### src/rtl/keypad_scanner.sv
// keypad_scanner: scans a 4x4 active-low matrix keypad one column at a time,
// synchronises and debounces the rows, and reports one hex key code per press.
module keypad_scanner #(
    parameter int SCAN_TICKS     = 50000,
    parameter int DEBOUNCE_SCANS = 4
) (
    input  logic       clk,
    input  logic       rst_n,
    input  logic [3:0] row,
    output logic [3:0] col,
    output logic [3:0] key_code,
    output logic       key_valid,
    output logic       key_held
);

    localparam int TW = $clog2(SCAN_TICKS);
    localparam int DW = $clog2(DEBOUNCE_SCANS + 1);
    localparam logic [TW-1:0] TICK_LAST = TW'(SCAN_TICKS - 1);
    localparam logic [DW-1:0] DB_DONE   = DW'(DEBOUNCE_SCANS);

    typedef enum logic [1:0] {
        SCAN     = 2'd0,
        DEBOUNCE = 2'd1,
        PRESSED  = 2'd2
    } state_t;

    state_t          state_q, state_d;
    logic [3:0]      row_m_q, row_s_q;
    logic [TW-1:0]   tick_q;
    logic [1:0]      idx_q, idx_d;
    logic [3:0]      col_q, col_d;
    logic [DW-1:0]   cnt_q, cnt_d;
    logic [3:0]      lrow_q, lrow_d;
    logic [3:0]      code_q, code_d;
    logic            valid_q, valid_d;
    logic            held_q, held_d;
    logic            sample;
    logic            adv;

    // True when exactly one row line is pulled low.
    function automatic logic one_low(input logic [3:0] r);
        logic [3:0] a;
        a = ~r;
        return (a != 4'd0) && ((a & (a - 4'd1)) == 4'd0);
    endfunction

    // Index of the single low row (only meaningful when one_low is true).
    function automatic logic [1:0] row_index(input logic [3:0] r);
        case (r)
            4'b1110: return 2'd0;
            4'b1101: return 2'd1;
            4'b1011: return 2'd2;
            default: return 2'd3;
        endcase
    endfunction

    // Physical keypad layout: {row, col} -> hex code.
    function automatic logic [3:0] key_map(input logic [1:0] r, input logic [1:0] c);
        case ({r, c})
            4'h0: return 4'h1;  4'h1: return 4'h2;  4'h2: return 4'h3;  4'h3: return 4'hA;
            4'h4: return 4'h4;  4'h5: return 4'h5;  4'h6: return 4'h6;  4'h7: return 4'hB;
            4'h8: return 4'h7;  4'h9: return 4'h8;  4'hA: return 4'h9;  4'hB: return 4'hC;
            4'hC: return 4'h0;  4'hD: return 4'hF;  4'hE: return 4'hE;  default: return 4'hD;
        endcase
    endfunction

    // Active-low one-hot column drive for a column index.
    function automatic logic [3:0] col_drive(input logic [1:0] i);
        return ~(4'b0001 << i);
    endfunction

    // Two-flop synchroniser for the asynchronous row inputs.
    always_ff @(posedge clk or negedge rst_n) begin
        if (!rst_n) begin
            row_m_q <= 4'hF;
            row_s_q <= 4'hF;
        end else begin
            row_m_q <= row;
            row_s_q <= row_m_q;
        end
    end

    // Column dwell counter; its last tick is the only point rows are evaluated.
    always_ff @(posedge clk or negedge rst_n) begin
        if (!rst_n) begin
            tick_q <= '0;
        end else if (tick_q == TICK_LAST) begin
            tick_q <= '0;
        end else begin
            tick_q <= tick_q + TW'(1);
        end
    end

    assign sample = (tick_q == TICK_LAST);

    // FSM and output registers.
    always_ff @(posedge clk or negedge rst_n) begin
        if (!rst_n) begin
            state_q <= SCAN;
            idx_q   <= 2'd0;
            col_q   <= 4'b1110;
            cnt_q   <= '0;
            lrow_q  <= 4'hF;
            code_q  <= 4'h0;
            valid_q <= 1'b0;
            held_q  <= 1'b0;
        end else begin
            state_q <= state_d;
            idx_q   <= idx_d;
            col_q   <= col_d;
            cnt_q   <= cnt_d;
            lrow_q  <= lrow_d;
            code_q  <= code_d;
            valid_q <= valid_d;
            held_q  <= held_d;
        end
    end

    // Next-state logic: scan, debounce the press, then debounce the release.
    always_comb begin
        state_d = state_q;
        idx_d   = idx_q;
        col_d   = col_q;
        cnt_d   = cnt_q;
        lrow_d  = lrow_q;
        code_d  = code_q;
        valid_d = 1'b0;
        held_d  = held_q;
        adv     = 1'b0;

        if (sample) begin
            case (state_q)
                SCAN: begin
                    if (one_low(row_s_q)) begin
                        lrow_d  = row_s_q;
                        cnt_d   = DW'(1);
                        state_d = DEBOUNCE;
                    end else begin
                        // Idle or ghost/multi-press: keep scanning.
                        adv = 1'b1;
                    end
                end
                DEBOUNCE: begin
                    if (row_s_q == lrow_q) begin
                        if (cnt_q + DW'(1) == DB_DONE) begin
                            code_d  = key_map(row_index(lrow_q), idx_q);
                            valid_d = 1'b1;
                            held_d  = 1'b1;
                            cnt_d   = '0;
                            state_d = PRESSED;
                        end else begin
                            cnt_d = cnt_q + DW'(1);
                        end
                    end else begin
                        cnt_d   = '0;
                        adv     = 1'b1;
                        state_d = SCAN;
                    end
                end
                PRESSED: begin
                    if (row_s_q == 4'hF) begin
                        if (cnt_q + DW'(1) == DB_DONE) begin
                            held_d  = 1'b0;
                            cnt_d   = '0;
                            adv     = 1'b1;
                            state_d = SCAN;
                        end else begin
                            cnt_d = cnt_q + DW'(1);
                        end
                    end else begin
                        // Bounce or extra key while held: restart release count.
                        cnt_d = '0;
                    end
                end
                default: begin
                    state_d = SCAN;
                    cnt_d   = '0;
                end
            endcase
        end

        if (adv) begin
            idx_d = idx_q + 2'd1;
            col_d = col_drive(idx_d);
        end
    end

    assign col       = col_q;
    assign key_code  = code_q;
    assign key_valid = valid_q;
    assign key_held  = held_q;

endmodule

### config.mk
export PLATFORM = sky130hd
export DESIGN_NAME = keypad_scanner
export DESIGN_NICKNAME = d
export VERILOG_FILES = /design/src/rtl/keypad_scanner.sv
export SDC_FILE = /design/constraint.sdc
export NUM_CORES = 1
export LEC_CHECK = 0
export CAP_MARGIN = 20
export CORE_MARGIN = 2
export CORE_UTILIZATION = 51
export CTS_BUF_LIST = sky130_fd_sc_hd__clkbuf_16
export DETAILED_ROUTE_END_ITERATION = 7
export PLACE_DENSITY = 0.7
export RECOVER_POWER = 25
export SLEW_MARGIN = 20
export SYNTH_ARGS = -nofsm -noshare
export SYNTH_HDL_FRONTEND = slang
export SYNTH_SLANG_ARGS = --single-unit
### constraint.sdc
create_clock -name clk -period 6.3 [get_ports clk]
set_clock_uncertainty 0.2 [all_clocks]
set_input_delay 0.63 -clock clk [delete_from_list [all_inputs] [get_ports clk]]
set_output_delay 0.63 -clock clk [all_outputs]
set_load 0.005 [all_outputs]
==> results.cfg <==
[detailed_routing]
firstDrtPassIters = 4
wl_per_cell_um = 13.5
drcViolationCount = 0
vias = 1603
vias_per_cell = 5.60
postRouteAntennaNets = 0
drt_wl_total_um = 3870
drtIter0Drc = 103

[floorplanning]
start_util_pct = 52.3
row_count = 25
dieArea_um2 = 5350
dieWidth_um = 73.2
die_h_um = 73.2
core_area_um2 = 4660
ios = 16

[logic_synthesis]
synth-compound-area-share_pct = 9.03
synth.ff_latch_count = 45
yosys.area_share.simple_pct = 18.5
synth_area_per_cell_um2 = 11.1
ys_seq_area_share_pct = 46.9
synth-xor-area-share_pct = 10.8
ys.warnings.count = 0
async_flop_share_pct = 100
synth_top_family_by_area = simple AND/OR/NAND/NOR gates
synth_fa_ha_area_share_pct = 4.62
synth_cell_types = 51
synth-main-ff-cell = dfrtp_1
synthMuxAreaShare_pct = 5.70
synth_edf_count = 0
netlist_area_um2 = 2440
synth_fp_nets = 234
synthCells = 219

[power_and_ir_drop]
powerDensity_nw_per_um2 = 215
leakage_nw = 1.19
ir_worst_vdd_v = 0.000142

[layout]
final_cell_mix = dfrtp_1, nor2_1, dfstp_2
area.growth.synth_to_final_pct = 12.7
final_cells = 286
drive_gt1_share_pct = 15.5
diodes = 0
stdcell_area_um2 = 2750
mostFrequentLayoutCell = dfrtp_1
fin_util_pct = 59.0
fin_nets = 246

[clocking]
cts_buffer_depth = 2
h-tree-depth = 2
clkSinkCount = 45
ctsResizeCount = 0
clk_pin_slew_ns = 0.06
clock-root-buffer = clkbuf_16
post-cts-setup-buffer-count = 0
numCtsBuffers = 5
insertion_delay_ns = 0.28
cts_tree = done
holdBufCountCts = 0

[setup_path]
critPathMaxFanout = 45
critPathRequiredTime_ns = 6.02
slowest_delay_ns = 1.60
path_cells = clkbuf_1
crit_arrival_ns = 2.26
worst-setup-path-type = in2async
crit_buf_inv = 1
slowest_stage = clkbuf_1
endpoint_kind = async pin
path_delay_family = buffers and inverters
cp-start-kind = input port

[timing]
fin_ws_ns = 3.76
tns_ns = 0
tightest_slew_ns = 2.29
drv_slew = 46
finalCritPeriodShare_pct = 40.3
rsz0062_at_grt = false
max_freq_mhz = 393
finalHoldViolCount = 0
setup_viol = 0
finalCriticalPeriod_ns = 2.54
slew-limit-headroom_pct = -52.7

[global_route]
track_usage_pct = 16.8
grt_max_degree = 46
grt_pass1_wl_um = 6810
grt_pass1_vias = 1481
overflow = 0
antenna_found_initial = 0

[status]
status = complete, but fails checks
violations = capacitance limit, slew limit

[run]
maxCapViolations = 1

[placed_design]
gp_congestion = 0.784
post-place-cells = 278
io_buffers = 15
placed_area_um2 = 2580
hpwlAfterDp_um = 2800
preCtsSetupSlack_ns = 4.01

[worst_hold_path]
min_path_type = reg2reg
==> layer usage <==
layer	GRT usage, %	vias to the layer above	wire length, um
li1	-	790	-
met1	23.5	786	1870
met2	24.9	22	1840
met3	4.14	5	113
met4	6.79	0	48
met5	0	-	0
==> registers in the layout, summed over array words and instances (netlist names) <==
| signal | count |
|---|---|
| key_code | 4 |
| tick_q | 16 |
| key_held | 1 |
| row_s_q | 4 |
| cnt_q | 3 |
| key_valid | 1 |
| idx_q | 2 |
| col | 4 |
| state_q | 2 |
| row_m_q | 4 |
| lrow_q | 4 |
==> kinds of logic (layout without fill, tap and decap cells) <==
logic type / count (synthesis) / count (layout)
flip-flops: 45 / 45
buffers and inverters: 21 / 34
AND/OR/NAND/NOR: 75 / 75
XOR/XNOR: 24 / 24
multiplexers: 12 / 12
adder cells (fa/ha/maj): 9 / 9
AO/OA/AOI/OAI: 33 / 33
==> path summary, 6_finish.rpt <==
| path | endpoint | slack, ns | from | depth (start not counted) |
|---|---|---|---|---|
| setup / recovery | tick_q[6] | 3.76 | rst_n | 1 |
| hold / removal | row_s_q[3] | 0.16 | row_m_q[3] | 0 |
| setup reg to reg | idx_q[1] | 4.00 | cnt_q[0] | 6 |
| hold reg to reg | row_s_q[3] | 0.16 | row_m_q[3] | 0 |
| max in group clk | idx_q[1] | 4.00 | cnt_q[0] | 6 |
| min in group asynchronous | col[0] | 0.83 | rst_n | 1 |
==> final cells by class <==
| cell class | count | area [um^2] |
|---|---|---|
| multi-input combinational | 153 | 1180 |
| timing repair buffer | 15 | 144 |
| clock buffer | 6 | 150 |
| clock inverter | 2 | 16.3 |
| inverter | 11 | 41.3 |
| sequential | 45 | 1140 |
| tap | 54 | 67.6 |
| fill | 404 | 1910 |
==> stage by stage <==
step	hold WS (ns)	total power (W)
2_1_floorplan	0.134	0.000313
3_5_place_dp	0.147	0.000320
5_1_grt	0.160	0.000614
3_3_place_gp	0.145	0.000320
4_1_cts	0.156	0.000603
6_report	0.155	0.000591
==> synth_stat cells (2+ instances only) <==
cell type  count  share of area (%)
nand2_1       12                1.8
nor3b_1        2               0.62
xor2_1         8                2.9
mux2_1         7                3.2
clkbuf_1       2               0.31
ha_1           9                4.6
and4bb_1       2                1.0
and4_1         2               0.72
buf_6          2               0.92
inv_1         11                1.7
nand4_1        5                1.3
mux2_4         2                1.2
o21ai_1        4               0.82
xnor2_2        2                1.3
nor2_1        19                2.9
dfrtp_1       30                 31
dfstp_2       15                 16
and3_1         2               0.51
nor4_1         2               0.51
a21oi_1       12                2.5
buf_2          3               0.62
nand3_1       12                2.5
nand2b_1       3               0.77
o21ai_0        5                1.0
mux2i_1        3                1.2
buf_4          3               0.92
nor3_1         3               0.62
and2_1         2               0.51
xnor2_4        2                2.3
xnor2_1       12                4.3
==> power by group <==
part	switching, W	internal [W]	total, W
combinational	0.00000882	0.00000658	0.0000154
clock	0.000106	0.000171	0.000277
sequential	0.00000447	0.000294	0.000299
Note: power is estimated with default switching activity, not from simulation.
